<file path="src/rtl/hamming_pkg.sv">
`default_nettype none
// ============================================================================
// hamming_pkg : shared SECDED geometry and codeword helper functions
// Revision: 1.0
// ============================================================================
package hamming_pkg;

  localparam int MAX_CODE_W = 64;
  localparam int MAX_PAR_W  = 7;

  // Smallest r with 2^r >= data_w + r + 1.
  function automatic int calc_par_w(input int data_w);
    int r;
    r = 0;
    for (int k = MAX_PAR_W; k >= 1; k--) begin
      if ((1 << k) >= data_w + k + 1) r = k;
    end
    return r;
  endfunction

  function automatic logic is_pow2(input int pos);
    return (pos != 0) && ((pos & (pos - 1)) == 0);
  endfunction

  // Hamming position of data bit idx: the idx-th non-power-of-two position.
  function automatic int data_pos(input int idx);
    int cnt;
    int pos;
    cnt = 0;
    pos = 0;
    for (int p = 3; p < MAX_CODE_W; p++) begin
      if (!is_pow2(p) && (pos == 0)) begin
        if (cnt == idx) pos = p;
        cnt++;
      end
    end
    return pos;
  endfunction

  // XOR of the Hamming positions 1..code_w-1 whose bit is set.
  function automatic logic [MAX_PAR_W-1:0] syndrome(input logic [MAX_CODE_W-1:0] code,
                                                    input int code_w);
    logic [MAX_PAR_W-1:0] s;
    s = '0;
    for (int p = 1; p < MAX_CODE_W; p++) begin
      if ((p < code_w) && code[p]) s ^= MAX_PAR_W'(p);
    end
    return s;
  endfunction

endpackage
`default_nettype wire

</file>
<file path="src/rtl/hamming_enc.sv">
`default_nettype none
// ============================================================================
// hamming_enc : combinational SECDED encoder (data -> extended Hamming code)
// Revision: 1.0
// ============================================================================
module hamming_enc
  import hamming_pkg::*;
#(
  parameter int  DATA_W = 8,
  localparam int PAR_W  = calc_par_w(DATA_W),
  localparam int CODE_W = DATA_W + PAR_W + 1
) (
  input  logic [DATA_W-1:0] i_data,
  output logic [CODE_W-1:0] o_code
);

  logic [CODE_W-1:0] w_code;
  logic [PAR_W-1:0]  w_syn;

  // Parity bits equal the syndrome of the data-only word, which zeroes the
  // syndrome of the full codeword.
  always_comb begin
    w_code = '0;
    for (int i = 0; i < DATA_W; i++) w_code[data_pos(i)] = i_data[i];
    w_syn = PAR_W'(syndrome(MAX_CODE_W'(w_code), CODE_W));
    for (int k = 0; k < PAR_W; k++) w_code[1 << k] = w_syn[k];
    w_code[0] = ^w_code[CODE_W-1:1];
  end

  assign o_code = w_code;

endmodule
`default_nettype wire

</file>
<file path="src/rtl/hamming_secded_pipe.sv">
`default_nettype none
// ============================================================================
// hamming_secded_pipe : 3-stage SECDED encode/check/correct pipeline with
// saturating error counters; HAMMING_ERR_INJECT_EN adds the inj_mask port.
// Revision: 1.0
// ============================================================================
module hamming_secded_pipe
  import hamming_pkg::*;
#(
  parameter int  DATA_W  = 8,
  parameter int  COUNT_W = 8,
  localparam int PAR_W   = calc_par_w(DATA_W),
  localparam int CODE_W  = DATA_W + PAR_W + 1
) (
  input  logic               clk,
  input  logic               rst_n,
  input  logic               in_valid,
  output logic               in_ready,
  input  logic [DATA_W-1:0]  in_data,
`ifdef HAMMING_ERR_INJECT_EN
  input  logic [CODE_W-1:0]  inj_mask,
`endif
  output logic               out_valid,
  input  logic               out_ready,
  output logic [DATA_W-1:0]  out_data,
  output logic               out_sgl,
  output logic               out_dbl,
  input  logic               cnt_clr,
  output logic [COUNT_W-1:0] cnt_corr,
  output logic [COUNT_W-1:0] cnt_unc
);

  logic               v1_q, v1_d, v2_q, v2_d, v3_q, v3_d;
  logic [CODE_W-1:0]  code1_q, code1_d, code2_q, code2_d;
  logic [PAR_W-1:0]   syn2_q, syn2_d;
  logic               par_bad2_q, par_bad2_d;
  logic [DATA_W-1:0]  data3_q, data3_d;
  logic               sgl3_q, sgl3_d, dbl3_q, dbl3_d;
  logic [COUNT_W-1:0] cnt_corr_q, cnt_corr_d, cnt_unc_q, cnt_unc_d;

  logic [CODE_W-1:0]  w_enc, w_mask, w_fixed;
  logic [DATA_W-1:0]  w_dec;
  logic               w_sgl, w_dbl;
  logic               w_s3_free, w_s2_free, w_accept, w_out_hs;

  hamming_enc #(.DATA_W(DATA_W)) u_enc (
    .i_data (in_data),
    .o_code (w_enc)
  );

`ifdef HAMMING_ERR_INJECT_EN
  assign w_mask = inj_mask;
`else
  assign w_mask = '0;
`endif

  // A stage can take new contents when empty or when its word moves on.
  always_comb begin
    w_s3_free = !v3_q || out_ready;
    w_s2_free = !v2_q || w_s3_free;
    in_ready  = !v1_q || w_s2_free;
    w_accept  = in_valid && in_ready;
    w_out_hs  = v3_q && out_ready;
  end

  always_comb begin
    w_fixed = code2_q;
    w_sgl   = 1'b0;
    w_dbl   = 1'b0;
    if (syn2_q == '0) begin
      w_sgl = par_bad2_q;
    end else if (par_bad2_q && (32'(syn2_q) < CODE_W)) begin
      w_fixed[syn2_q] = ~w_fixed[syn2_q];
      w_sgl           = 1'b1;
    end else begin
      w_dbl = 1'b1;
    end
    for (int i = 0; i < DATA_W; i++) w_dec[i] = w_fixed[data_pos(i)];
  end

  always_comb begin
    v1_d       = v1_q;
    v2_d       = v2_q;
    v3_d       = v3_q;
    code1_d    = code1_q;
    code2_d    = code2_q;
    syn2_d     = syn2_q;
    par_bad2_d = par_bad2_q;
    data3_d    = data3_q;
    sgl3_d     = sgl3_q;
    dbl3_d     = dbl3_q;
    cnt_corr_d = cnt_corr_q;
    cnt_unc_d  = cnt_unc_q;

    if (in_ready) v1_d = in_valid;
    if (w_accept) code1_d = w_enc ^ w_mask;

    if (w_s2_free) v2_d = v1_q;
    if (w_s2_free && v1_q) begin
      syn2_d     = PAR_W'(syndrome(MAX_CODE_W'(code1_q), CODE_W));
      par_bad2_d = ^code1_q;
      code2_d    = code1_q;
    end

    if (w_s3_free) v3_d = v2_q;
    if (w_s3_free && v2_q) begin
      data3_d = w_dec;
      sgl3_d  = w_sgl;
      dbl3_d  = w_dbl;
    end

    // Clear wins over a same-cycle increment.
    if (cnt_clr) begin
      cnt_corr_d = '0;
      cnt_unc_d  = '0;
    end else if (w_out_hs) begin
      if (sgl3_q && (cnt_corr_q != '1)) cnt_corr_d = cnt_corr_q + COUNT_W'(1);
      if (dbl3_q && (cnt_unc_q != '1))  cnt_unc_d  = cnt_unc_q + COUNT_W'(1);
    end
  end

  always_ff @(posedge clk) begin
    if (!rst_n) begin
      v1_q       <= 1'b0;
      v2_q       <= 1'b0;
      v3_q       <= 1'b0;
      code1_q    <= '0;
      code2_q    <= '0;
      syn2_q     <= '0;
      par_bad2_q <= 1'b0;
      data3_q    <= '0;
      sgl3_q     <= 1'b0;
      dbl3_q     <= 1'b0;
      cnt_corr_q <= '0;
      cnt_unc_q  <= '0;
    end else begin
      v1_q       <= v1_d;
      v2_q       <= v2_d;
      v3_q       <= v3_d;
      code1_q    <= code1_d;
      code2_q    <= code2_d;
      syn2_q     <= syn2_d;
      par_bad2_q <= par_bad2_d;
      data3_q    <= data3_d;
      sgl3_q     <= sgl3_d;
      dbl3_q     <= dbl3_d;
      cnt_corr_q <= cnt_corr_d;
      cnt_unc_q  <= cnt_unc_d;
    end
  end

  assign out_valid = v3_q;
  assign out_data  = data3_q;
  assign out_sgl   = sgl3_q;
  assign out_dbl   = dbl3_q;
  assign cnt_corr  = cnt_corr_q;
  assign cnt_unc   = cnt_unc_q;

endmodule
`default_nettype wire
</file>
<file path="config.mk">
export PLATFORM = sky130hd
export DESIGN_NAME = hamming_secded_pipe
export DESIGN_NICKNAME = d
export VERILOG_FILES = /design/src/rtl/hamming_pkg.sv /design/src/rtl/hamming_enc.sv /design/src/rtl/hamming_secded_pipe.sv
export SDC_FILE = /design/constraint.sdc
export NUM_CORES = 1
export LEC_CHECK = 0
export ABC_AREA = 0
export BUFFER_PORTS_ARGS = -buffer_cell sky130_fd_sc_hd__buf_2
export CORE_UTILIZATION = 56
export DETAILED_ROUTE_END_ITERATION = 8
export GPL_TIMING_DRIVEN = 1
export PLACE_DENSITY = 0.79
export SETUP_SLACK_MARGIN = 0.05
export SYNTH_ARGS = -nofsm -noshare
export SYNTH_HDL_FRONTEND = slang
export SYNTH_SLANG_ARGS = --single-unit
</file>
<file path="constraint.sdc">
create_clock -name clk -period 2 [get_ports clk]
set_input_delay 0.2 -clock clk [delete_from_list [all_inputs] [get_ports clk]]
set_output_delay 0.2 -clock clk [all_outputs]
set_load 0.01 [all_outputs]
</file>
==> out/qor.yml <==
outcome:
  outcome: "finished, violations left"
  violations: "design-rule violations"
yosys:
  synth_edf_count: 0
  synth_top_area_share_pct: 41.8
  synth_cells: 304
  syn_nets: 319
  yosys.cell_count.top_type: "dfxtp_1"
  netlist_area_mm2: 0.00263
  synth.avg_cell_area_um2: 8.66
  yosysWarnings: 0
  ys_seq_elements: 55
  yosysSeqAreaShare_pct: 41.8
  synthFlopType: "dfxtp_1"
  synthTopCellsByCount: "dfxtp_1, nand2_1, xnor2_1, nor2_1, a21oi_1"
  async_flop_share_pct: 0
  yosysUniqueCellTypes: 36
  synth_area_leaders: "dfxtp_1, xnor2_1, nand2_1"
  yosys.area.top_type: "dfxtp_1"
floorplan:
  io_pins: 41
  die_y_um: 70.6
  start_util_pct: 59.2
  die-width_um: 70.6
  core_region_area_mm2: 0.00444
  die-area_mm2: 0.00498
  row_count: 24
worst_setup_path:
  critPathMaxFanout: 8
  crit_buf_inv: 0
  ff2ff_path_depth: 5
  crit_type: "flop to flop"
  critPathTopFamily: "simple AND/OR/NAND/NOR gates"
  arrival_ps: 2060
  ff2ff_setup_slack_ps: 190
  crit_path_end_kind: "flop"
  cp_cell_sequence: "ha_1 -> and3_1 -> a21o_1 -> or4_1 -> a21oi_1"
  timing.rr.end: "cnt_unc[5]"
  required_ps: 2250
  crit_path_max_incr_delay_ps: 490
  crit_cells: 5
  slowest_stage: "or4_1"
  startpoint_type: "flop"
  crit_end: "cnt_unc[5]"
  crit_path_start: "cnt_unc[0]"
  r2r-start: "cnt_unc[0]"
clock_network:
  numCtsBuffers: 5
  cts-root-buf: "clkbuf_8"
  htreeDepth: 2
  cts_sinks: 55
  clkTransAtPathRegs_ps: 90
  worstSkewPairLatency_ps: 310
  clock_path_buffers: 2
  ctsHoldBuffers: 0
  cts_resized: 0
  cts_setup_buffers: 0
  tritoncts: "done"
drt:
  first_pass_iters: 6
  routedWlPerCell_um: 12.2
  drtIter0Drc: 86
  remaining_drc_errors: 10
  routed_wl_mm: 4.79
  drtAntennaViolNets: 0
  vias_per_cell: 5.30
  vias: 2087
grt:
  overflow: 0
  grtUsageTotal_pct: 20.7
  grt_pass1_vias: 1906
  antenna_found_initial: 0
  grt_pass1_wl_mm: 8.20
  grt_max_degree: 28
min_path:
  min_path_cells: 3
  hold_path_class: "input port to flop"
final_layout:
  seqCellArea_mm2: 0.00110
  multiInputGateArea_mm2: 0.00145
  drive_above_1_share_pct: 15.5
  nNetsFinal: 356
  n_fill_cell: 384
  diodes: 0
  syn_to_final_growth_pct: 13.5
  fin_cells: 394
  post-route-util_pct: 67.2
pwr:
  power-per-cell-area_mw_per_mm2: 743
  irDropWorstVdd_mv: 0.324
  leakagePower_nw: 1.16
timing:
  hold_viol_final: 0
  fin_setup_tns_ps: 0
  finalCritPeriodShare_pct: 90.4
  setup_viol: 0
  max_clock_freq_mhz: 553
  period_minus_slack_ps: 1810
  tightest_slew_ps: 589
  fin_ws_ps: 191
  fin_skew_ps: 2.71
  grt_setup_unrepaired: "false"
  final_max_slew_viol_count: 0
  relSlewSlack_pct: 59.7
flow_run:
  cap_violations: 0
placement:
  dpl_worst_slack_ps: 227
  gp_congestion: 0.766
  dpl.hpwl_mm: 3.54
  place.port_buffers: 40
  placed_cells: 386
registers in the layout, summed over array words and instances, names as in the netlist, 4 cells and up:
signal / flops
cnt_unc: 8
syn2_q: 4
code1_q: 13
code2_q: 8
cnt_corr: 8
out_data: 8
area by class of cell:
cell class,instances,area share [%]
multi-input combinational,228,48.6
sequential,55,36.9
timing repair buffer,44,8.13
clock buffer,8,3.35
tap,52,2.18
inverter,7,0.880
metal layers:
metal	global-route usage, %	vias to the layer above	wire length [µm]
met4	8.00	0	75
met1	25.7	938	2340
li1	-	1109	-
met2	35.5	33	2220
met3	4.27	7	158
met5	0	-	0
logic make-up (layout without fill, tap and decap cells):
family	after synthesis	count (layout)	synth area share (%)
adders and majority gates	2	2	0.950
and+or+nand+nor	118	118	21.0
AOI/OAI and AO/OA	59	59	13.8
buffers and inverters	21	59	3.04
muxes	2	2	0.760
xor gates and xnor gates	47	47	18.6
DFF	55	55	41.8
how the worst min path moves through the flow:
stage,from,endpoint,slack (ps)
final,in_valid,v1_q,140
after global routing,in_valid,v1_q,160
after CTS,in_valid,v1_q,130
after detailed placement,in_valid,v1_q,470
after global placement,in_valid,v1_q,460
after floorplan,rst_n,syn2_q[3],320
where the power goes:
part / internal [mW] / switching (mW)
Combinational: 0.193 / 0.165
Clock: 0.317 / 0.346
Sequential: 1.14 / 0.0537
Total: 1.65 / 0.565
cell usage in the layout, fill, tap and decap left out:
cell type	instances
xnor2_1	35
xor3_1	1
buf_4	3
inv_1	7
buf_12	1
o21a_1	1
or3_1	1
a211oi_1	14
nand4_1	1
xnor3_1	4
and4_1	2
nand3_1	9
nor3_1	1
nand4b_1	1
ha_1	2
clkbuf_1	1
xnor2_2	1
o31ai_1	3
nand2_1	47
nor2_1	33
nor2b_1	2
a2111oi_0	1
dfxtp_1	55
and2_1	2
a21oi_1	29
nand2b_1	5
o31ai_2	1
clkbuf_8	7
nor4b_1	4
mux2i_1	2
or4_1	5
o21ai_0	5
buf_2	40
and3_1	2
o211ai_1	3
xor2_1	6
a21o_1	2
nand3b_1	3
stage by stage:
step | hold WS [ps] | instance area (µm²) | power (mW)
after floorplan | 317 | 2630 | 1.50
after global placement | 461 | 2890 | 1.57
after detailed placement | 467 | 2890 | 1.58
after CTS | 131 | 2990 | 2.23
after global routing | 163 | 2990 | 2.31
final | 141 | 2990 | 2.22
tightest hold or removal path, stage by stage:
cell and delay [ps]:
buf_2 110, inv_1 50, a21oi_1 50
Note: power is estimated with default switching activity, not from simulation.
